<file path="src/rtl/usr_pkg.sv">
// Shared mode encodings, FSM state type and mode classification for usr_burst.
package usr_pkg;

   localparam logic [2:0] MODE_HOLD = 3'b000;
   localparam logic [2:0] MODE_SHR  = 3'b001;
   localparam logic [2:0] MODE_SHL  = 3'b010;
   localparam logic [2:0] MODE_LOAD = 3'b011;
   localparam logic [2:0] MODE_ROR  = 3'b100;
   localparam logic [2:0] MODE_ROL  = 3'b101;
   localparam logic [2:0] MODE_ASR  = 3'b110;

   typedef enum logic [1:0] {
      S_IDLE,
      S_RUN,
      S_FIN
   } state_t;

   // Modes that consume amount and run a multi-cycle burst; 111 is a second HOLD.
   function automatic logic is_shift(input logic [2:0] m);
      return (m == MODE_SHR) || (m == MODE_SHL) || (m == MODE_ROR) ||
             (m == MODE_ROL) || (m == MODE_ASR);
   endfunction

endpackage

</file>
<file path="src/rtl/usr_step.sv">
// One-position step of the universal shift register for the given mode.
module usr_step
   import usr_pkg::*;
#(
   parameter int WIDTH = 8
) (
   input  logic [2:0]       mode,
   input  logic [WIDTH-1:0] cur,
   input  logic             left_in,
   input  logic             right_in,
   output logic [WIDTH-1:0] next
);

   always_comb begin
      next = cur;
      case (mode)
         MODE_SHR:             next = {right_in, cur[WIDTH-1:1]};
         MODE_SHL:             next = {cur[WIDTH-2:0], left_in};
         MODE_ROR:             next = {cur[0], cur[WIDTH-1:1]};
         MODE_ROL:             next = {cur[WIDTH-2:0], cur[WIDTH-1]};
         MODE_ASR:             next = {cur[WIDTH-1], cur[WIDTH-1:1]};
         MODE_HOLD, MODE_LOAD: next = cur;
         default:              next = cur;
      endcase
   end

endmodule

</file>
<file path="src/rtl/usr_burst.sv">
// Universal shift register running multi-position bursts with busy/done handshake.
module usr_burst
   import usr_pkg::*;
#(
   parameter  int WIDTH = 8,
   localparam int CNT_W = $clog2(WIDTH + 1)
) (
   input  logic             clc,
   input  logic             clear,
   input  logic             start,
   input  logic [2:0]       mode,
   input  logic [CNT_W-1:0] amount,
   input  logic             left_in,
   input  logic             right_in,
   input  logic [WIDTH-1:0] par_in,
   output logic [WIDTH-1:0] out,
   output logic             ser_out_r,
   output logic             ser_out_l,
   output logic             busy,
   output logic             done
);

   state_t           state, state_n;
   logic [CNT_W-1:0] count, count_n, amt_clamp;
   logic [2:0]       mode_q, mode_n;
   logic [WIDTH-1:0] out_n, step_next;

   assign amt_clamp = (amount > CNT_W'(WIDTH)) ? CNT_W'(WIDTH) : amount;

   usr_step #(.WIDTH(WIDTH)) u_step (
      .mode     (mode_q),
      .cur      (out),
      .left_in  (left_in),
      .right_in (right_in),
      .next     (step_next)
   );

   always_ff @(posedge clc or negedge clear) begin
      if (!clear) begin
         state  <= S_IDLE;
         count  <= '0;
         mode_q <= MODE_HOLD;
         out    <= '0;
      end else begin
         state  <= state_n;
         count  <= count_n;
         mode_q <= mode_n;
         out    <= out_n;
      end
   end

   always_comb begin
      state_n = state;
      count_n = count;
      mode_n  = mode_q;
      out_n   = out;
      case (state)
         S_IDLE: begin
            if (start) begin
               mode_n = mode;
               if (mode == MODE_LOAD) begin
                  out_n   = par_in;
                  state_n = S_FIN;
               end else if (is_shift(mode) && (amt_clamp != '0)) begin
                  count_n = amt_clamp;
                  state_n = S_RUN;
               end else begin
                  state_n = S_FIN;
               end
            end
         end
         S_RUN: begin
            // The final step is still applied on the edge that sees count==1.
            out_n   = step_next;
            count_n = count - CNT_W'(1);
            if (count == CNT_W'(1)) state_n = S_FIN;
         end
         S_FIN:   state_n = S_IDLE;
         default: state_n = S_IDLE;
      endcase
   end

   assign busy      = (state == S_RUN);
   assign done      = (state == S_FIN);
   assign ser_out_r = out[0];
   assign ser_out_l = out[WIDTH-1];

endmodule

</file>
<file path="config.mk">
export PLATFORM = sky130hd
export DESIGN_NAME = usr_burst
export DESIGN_NICKNAME = d
export VERILOG_FILES = /design/src/rtl/usr_pkg.sv /design/src/rtl/usr_step.sv /design/src/rtl/usr_burst.sv
export SDC_FILE = /design/constraint.sdc
export NUM_CORES = 1
export LEC_CHECK = 0
export ABC_CLOCK_PERIOD_IN_PS = 4900
export BUFFER_PORTS_ARGS = -buffer_cell sky130_fd_sc_hd__buf_2
export CORE_UTILIZATION = 45
export DETAILED_ROUTE_END_ITERATION = 12
export GPL_ROUTABILITY_DRIVEN = 0
export PLACE_DENSITY = 0.79
export SLEW_MARGIN = 5
export SYNTH_ARGS = -nofsm -noshare
export SYNTH_HDL_FRONTEND = slang
export SYNTH_HIERARCHICAL = 1
export SYNTH_SLANG_ARGS = --single-unit
export TNS_END_PERCENT = 1
</file>
<file path="constraint.sdc">
create_clock -name clc -period 4.9 [get_ports clc]
set_input_delay 0.49 -clock clc [delete_from_list [all_inputs] [get_ports clc]]
set_output_delay 0.49 -clock clc [all_outputs]
set_load 0.01 [all_outputs]
</file>
==> key figures <==
Status
  – Status: complete, but fails checks
  – Failing checks: design-rule violations

Timing
  – Slew Limit Fails: 0
  – Final worst setup slack: ~2.7 ns
  – Tcrit/Tclk final: 0.448
  – Clock skew: 0.00300 ns
  – Final hold vios: 0
  – Slew HR: 0.480
  – Unrepaired setup endpoints after global routing: no
  – Final setup fails: 0
  – Achievable frequency: approximately 0.46 GHz
  – Setup_tns: 0 ns
  – Final min period: between 2 and 2.5 ns
  – Measured slew at the worst slew-check pin: around 0.77 ns

Yosys
  – Yosys reg bits: 17
  – Synth warn: 6
  – Syn_area_per_cell: between 9 and 10 µm²
  – Register area share after synthesis: 0.302
  – Synthesized area: approximately 1400 µm²
  – Post-Syn Nets: ~160
  – Cells after Synth: around 140
  – Unique masters post-synth: 42

Floorplanning
  – DIE WIDTH: 57.9 µm
  – Core area: between 2000 and 3000 µm²
  – Cell Rows: 19
  – I/O Pins: 32
  – Die height: 57.9 µm
  – Initial Utilization: 0.493
  – Die area: roughly 3400 µm²

Critical path
  – Crit Reg-Reg Startpoint: mode_q[2]$_DFFE_PN0P_
  – R2R depth: 5
  – Flop2flop setup slack: between 2 and 3 ns
  – Worst setup EP type: flip-flop
  – Worst EP required: 5.09 ns
  – Worst setup SP type: flip-flop
  – Crit path max fanout: 20
  – Crit-path most repeated cell: mux2_2
  – FF-to-FF End: out[7]$_DFFE_PN0P_
  – Critical path type: flip-flop to flip-flop
  – Slowest cell on the critical path: dfrtp_1
  – Worst EP arrival: ~2.4 ns
  – Critical Path Max Stage Delay: between 0.8 and 0.9 ns
  – Critical path cell sequence: mux4_2 -> nor2_1 -> a21oi_1 -> mux2_2 -> mux2_2

Final layout
  – Area Overhead vs Synth: 10.1%
  – Share of cells above drive strength 1: 0.377
  – Fillcell total: 265
  – Non-filler cells, final: between 150 and 200
  – Fin util: 0.543
  – Antenna diodes: 0
  – Nets@finish: 190

Power and ir drop
  – Power per cell area: a little under 700 nW/µm²
  – Tot Pwr: 0.00107 W
  – LEAKAGE: 0.670 nW
  – Max IR drop VDD: between 300 and 400 µV

Clocking
  – Hold_buf cts: 0
  – CTS resizes: 0
  – Insertion delay to the later sink of the worst-skew pair: just under 0.3 ns
  – Setup bufs post-CTS: 0
  – Num CTS Buffers: 3
  – Clock Pin Slew Worst Setup and Hold Paths: around 0.11 ns
  – Clock sinks: 17
  – Clock buffer depth: 2
  – Clock root cell: clkbuf_4
  – CTS H-tree lvls: 1
  – CTS tree: built

Detailed routing
  – DR vias/cell: ~6.1
  – Via count: 1215
  – Post-DRT Antenna Nets: 0
  – DR iter-0 viols: 75
  – Total wire length: slightly above 3000 µm
  – Drt wl/cell: around 15 µm
  – DRC Markers: 4
  – First-pass DRT Iterations: 8

Global route
  – GRT Total Usage: 0.192
  – Vias in the first global route: 1105
  – First-pass GRT wire length: between 5000 and 6000 µm
  – Remaining global-route overflow: 0
  – Largest net degree at the start of global routing: 27
  – Initial antenna violation count: 0

Place
  – # placed instances: 194
  – Port Buffers: 31
  – Dpl ws: ~2.7 ns
  – Post-DP HPWL: 2150 µm

Job
  – Max-cap violation count: 0

Hold path
  – Hold WC Path Type: primary input to asynchronous set/reset pin
==> cell families (layout without fill, tap and decap cells) <==
kind of cell,count (synthesis),count (layout),synth area share
AND/OR/NAND/NOR,42,42,0.192
AO/OA/AOI/OAI,36,36,0.182
buffers and inverters,16,41,0.0721
multiplexers,29,29,0.233
flip-flops,17,17,0.302
adder cells (fa/ha/maj),2,2,0.0178
==> Yosys cell counts <==
cell type	count	area, µm²
a22oi_1	1	7.51
nand2b_1	6	37.5
nor3b_2	1	12.5
a21bo_2	1	10.0
o211a_1	5	50.1
or4b_1	1	10.0
or3b_2	1	8.76
nor2_1	3	11.3
and2b_1	1	7.51
a22o_1	1	8.76
o311a_1	1	10.0
o21bai_1	1	7.51
o221a_2	2	22.5
buf_2	3	15.0
a211o_1	1	8.76
clkbuf_1	1	3.75
nand4b_1	2	17.5
o41ai_1	1	8.76
nor4b_1	1	8.76
mux4_2	1	22.5
inv_2	1	3.75
nand2b_2	1	8.76
buf_4	2	15.0
o32ai_1	1	8.76
a21oi_1	10	50.1
mux2i_1	8	80.1
dfrtp_1	17	425
inv_1	5	18.8
nand4bb_1	1	11.3
buf_6	4	45.0
nand3b_1	1	7.51
nand2_1	2	7.51
mux2_2	20	225
ha_1	2	25.0
nor3_1	9	45.0
nor4_1	1	6.26
o21ai_0	9	45.0
nor3b_1	1	7.51
or2_0	1	6.26
nor2b_1	9	56.3
a21oi_2	1	8.76
a32o_1	1	10.0
==> layout by cell type, fill, tap and decap left out, drive strengths merged, types with 3 or more instances in the layout <==
| cell | synthesis | routed |
|---|---|---|
| nand2b | 7 | 7 |
| inv | 6 | 6 |
| a21oi | 11 | 11 |
| nor2b | 9 | 9 |
| dfrtp | 17 | 17 |
| nor3 | 9 | 9 |
| buf | 9 | 31 |
| mux2i | 8 | 8 |
| o21ai | 9 | 9 |
| mux2 | 20 | 20 |
| clkbuf | 1 | 4 |
| o211a | 5 | 5 |
| nor2 | 3 | 3 |
==> power breakdown <==
| part | total, W | switching (W) | internal [W] |
|---|---|---|---|
| Combinational | 0.000613 | 0.000255 | 0.000358 |
| Clock | 0.0000795 | 0.0000479 | 0.0000317 |
| Sequential | 0.000380 | 0.000168 | 0.000212 |
| Total | 0.00107 | 0.000472 | 0.000601 |
==> stage by stage <==
stage          hold WS (ns)  instance area [µm²]
6_report              0.104                 1550
5_1_grt               0.121                 1550
4_1_cts               0.111                 1550
3_5_place_dp          0.444                 1520
3_3_place_gp          0.442                 1520
2_1_floorplan         0.194                 1410
==> worst max-delay path: cells and delay by family (launching register included) <==
kind	cells	cell delay [ns]
mux	3	1.10
flops	1	0.83
simple gates	1	0.11
compound gates	1	0.05
==> area by class of cell <==
cell class	instances	area, µm²	share of cell area
Clock buffer	4	26.3	0.0170
Tap cell	31	38.8	0.0251
Timing Repair Buffer	31	155	0.100
Inverter	6	22.5	0.0146
Sequential cell	17	425	0.275
Multi-Input combinational cell	109	880	0.568
==> layer usage <==
layer  part of all wire  GRT usage  vias to the layer above
met4             0.0040     0.0408                        0
met2               0.52      0.348                       30
li1                   -          -                      583
met5                  0          0                        -
met1               0.43      0.232                      600
met3              0.049     0.0446                        2
==> registers in the layout (all words and copies together) (netlist names) <==
name    count
count       4
mode_q      3
out         8
state       2
==> worst max-delay path by stage <==
stage | endpoint | startpoint | cells after the start | slack (ns)
floorplan | out[7]$_DFFE_PN0P_ | mode_q[2]$_DFFE_PN0P_ | 6 | 3.19
global placement | out[7]$_DFFE_PN0P_ | mode_q[2]$_DFFE_PN0P_ | 5 | 2.79
detailed placement | out[7]$_DFFE_PN0P_ | mode_q[2]$_DFFE_PN0P_ | 5 | 2.72
CTS | out[7]$_DFFE_PN0P_ | mode_q[2]$_DFFE_PN0P_ | 5 | 2.70
global route | out[7]$_DFFE_PN0P_ | mode_q[2]$_DFFE_PN0P_ | 5 | 2.58
finish | out[7]$_DFFE_PN0P_ | mode_q[2]$_DFFE_PN0P_ | 5 | 2.71
Power figures use the tool's default switching activity.
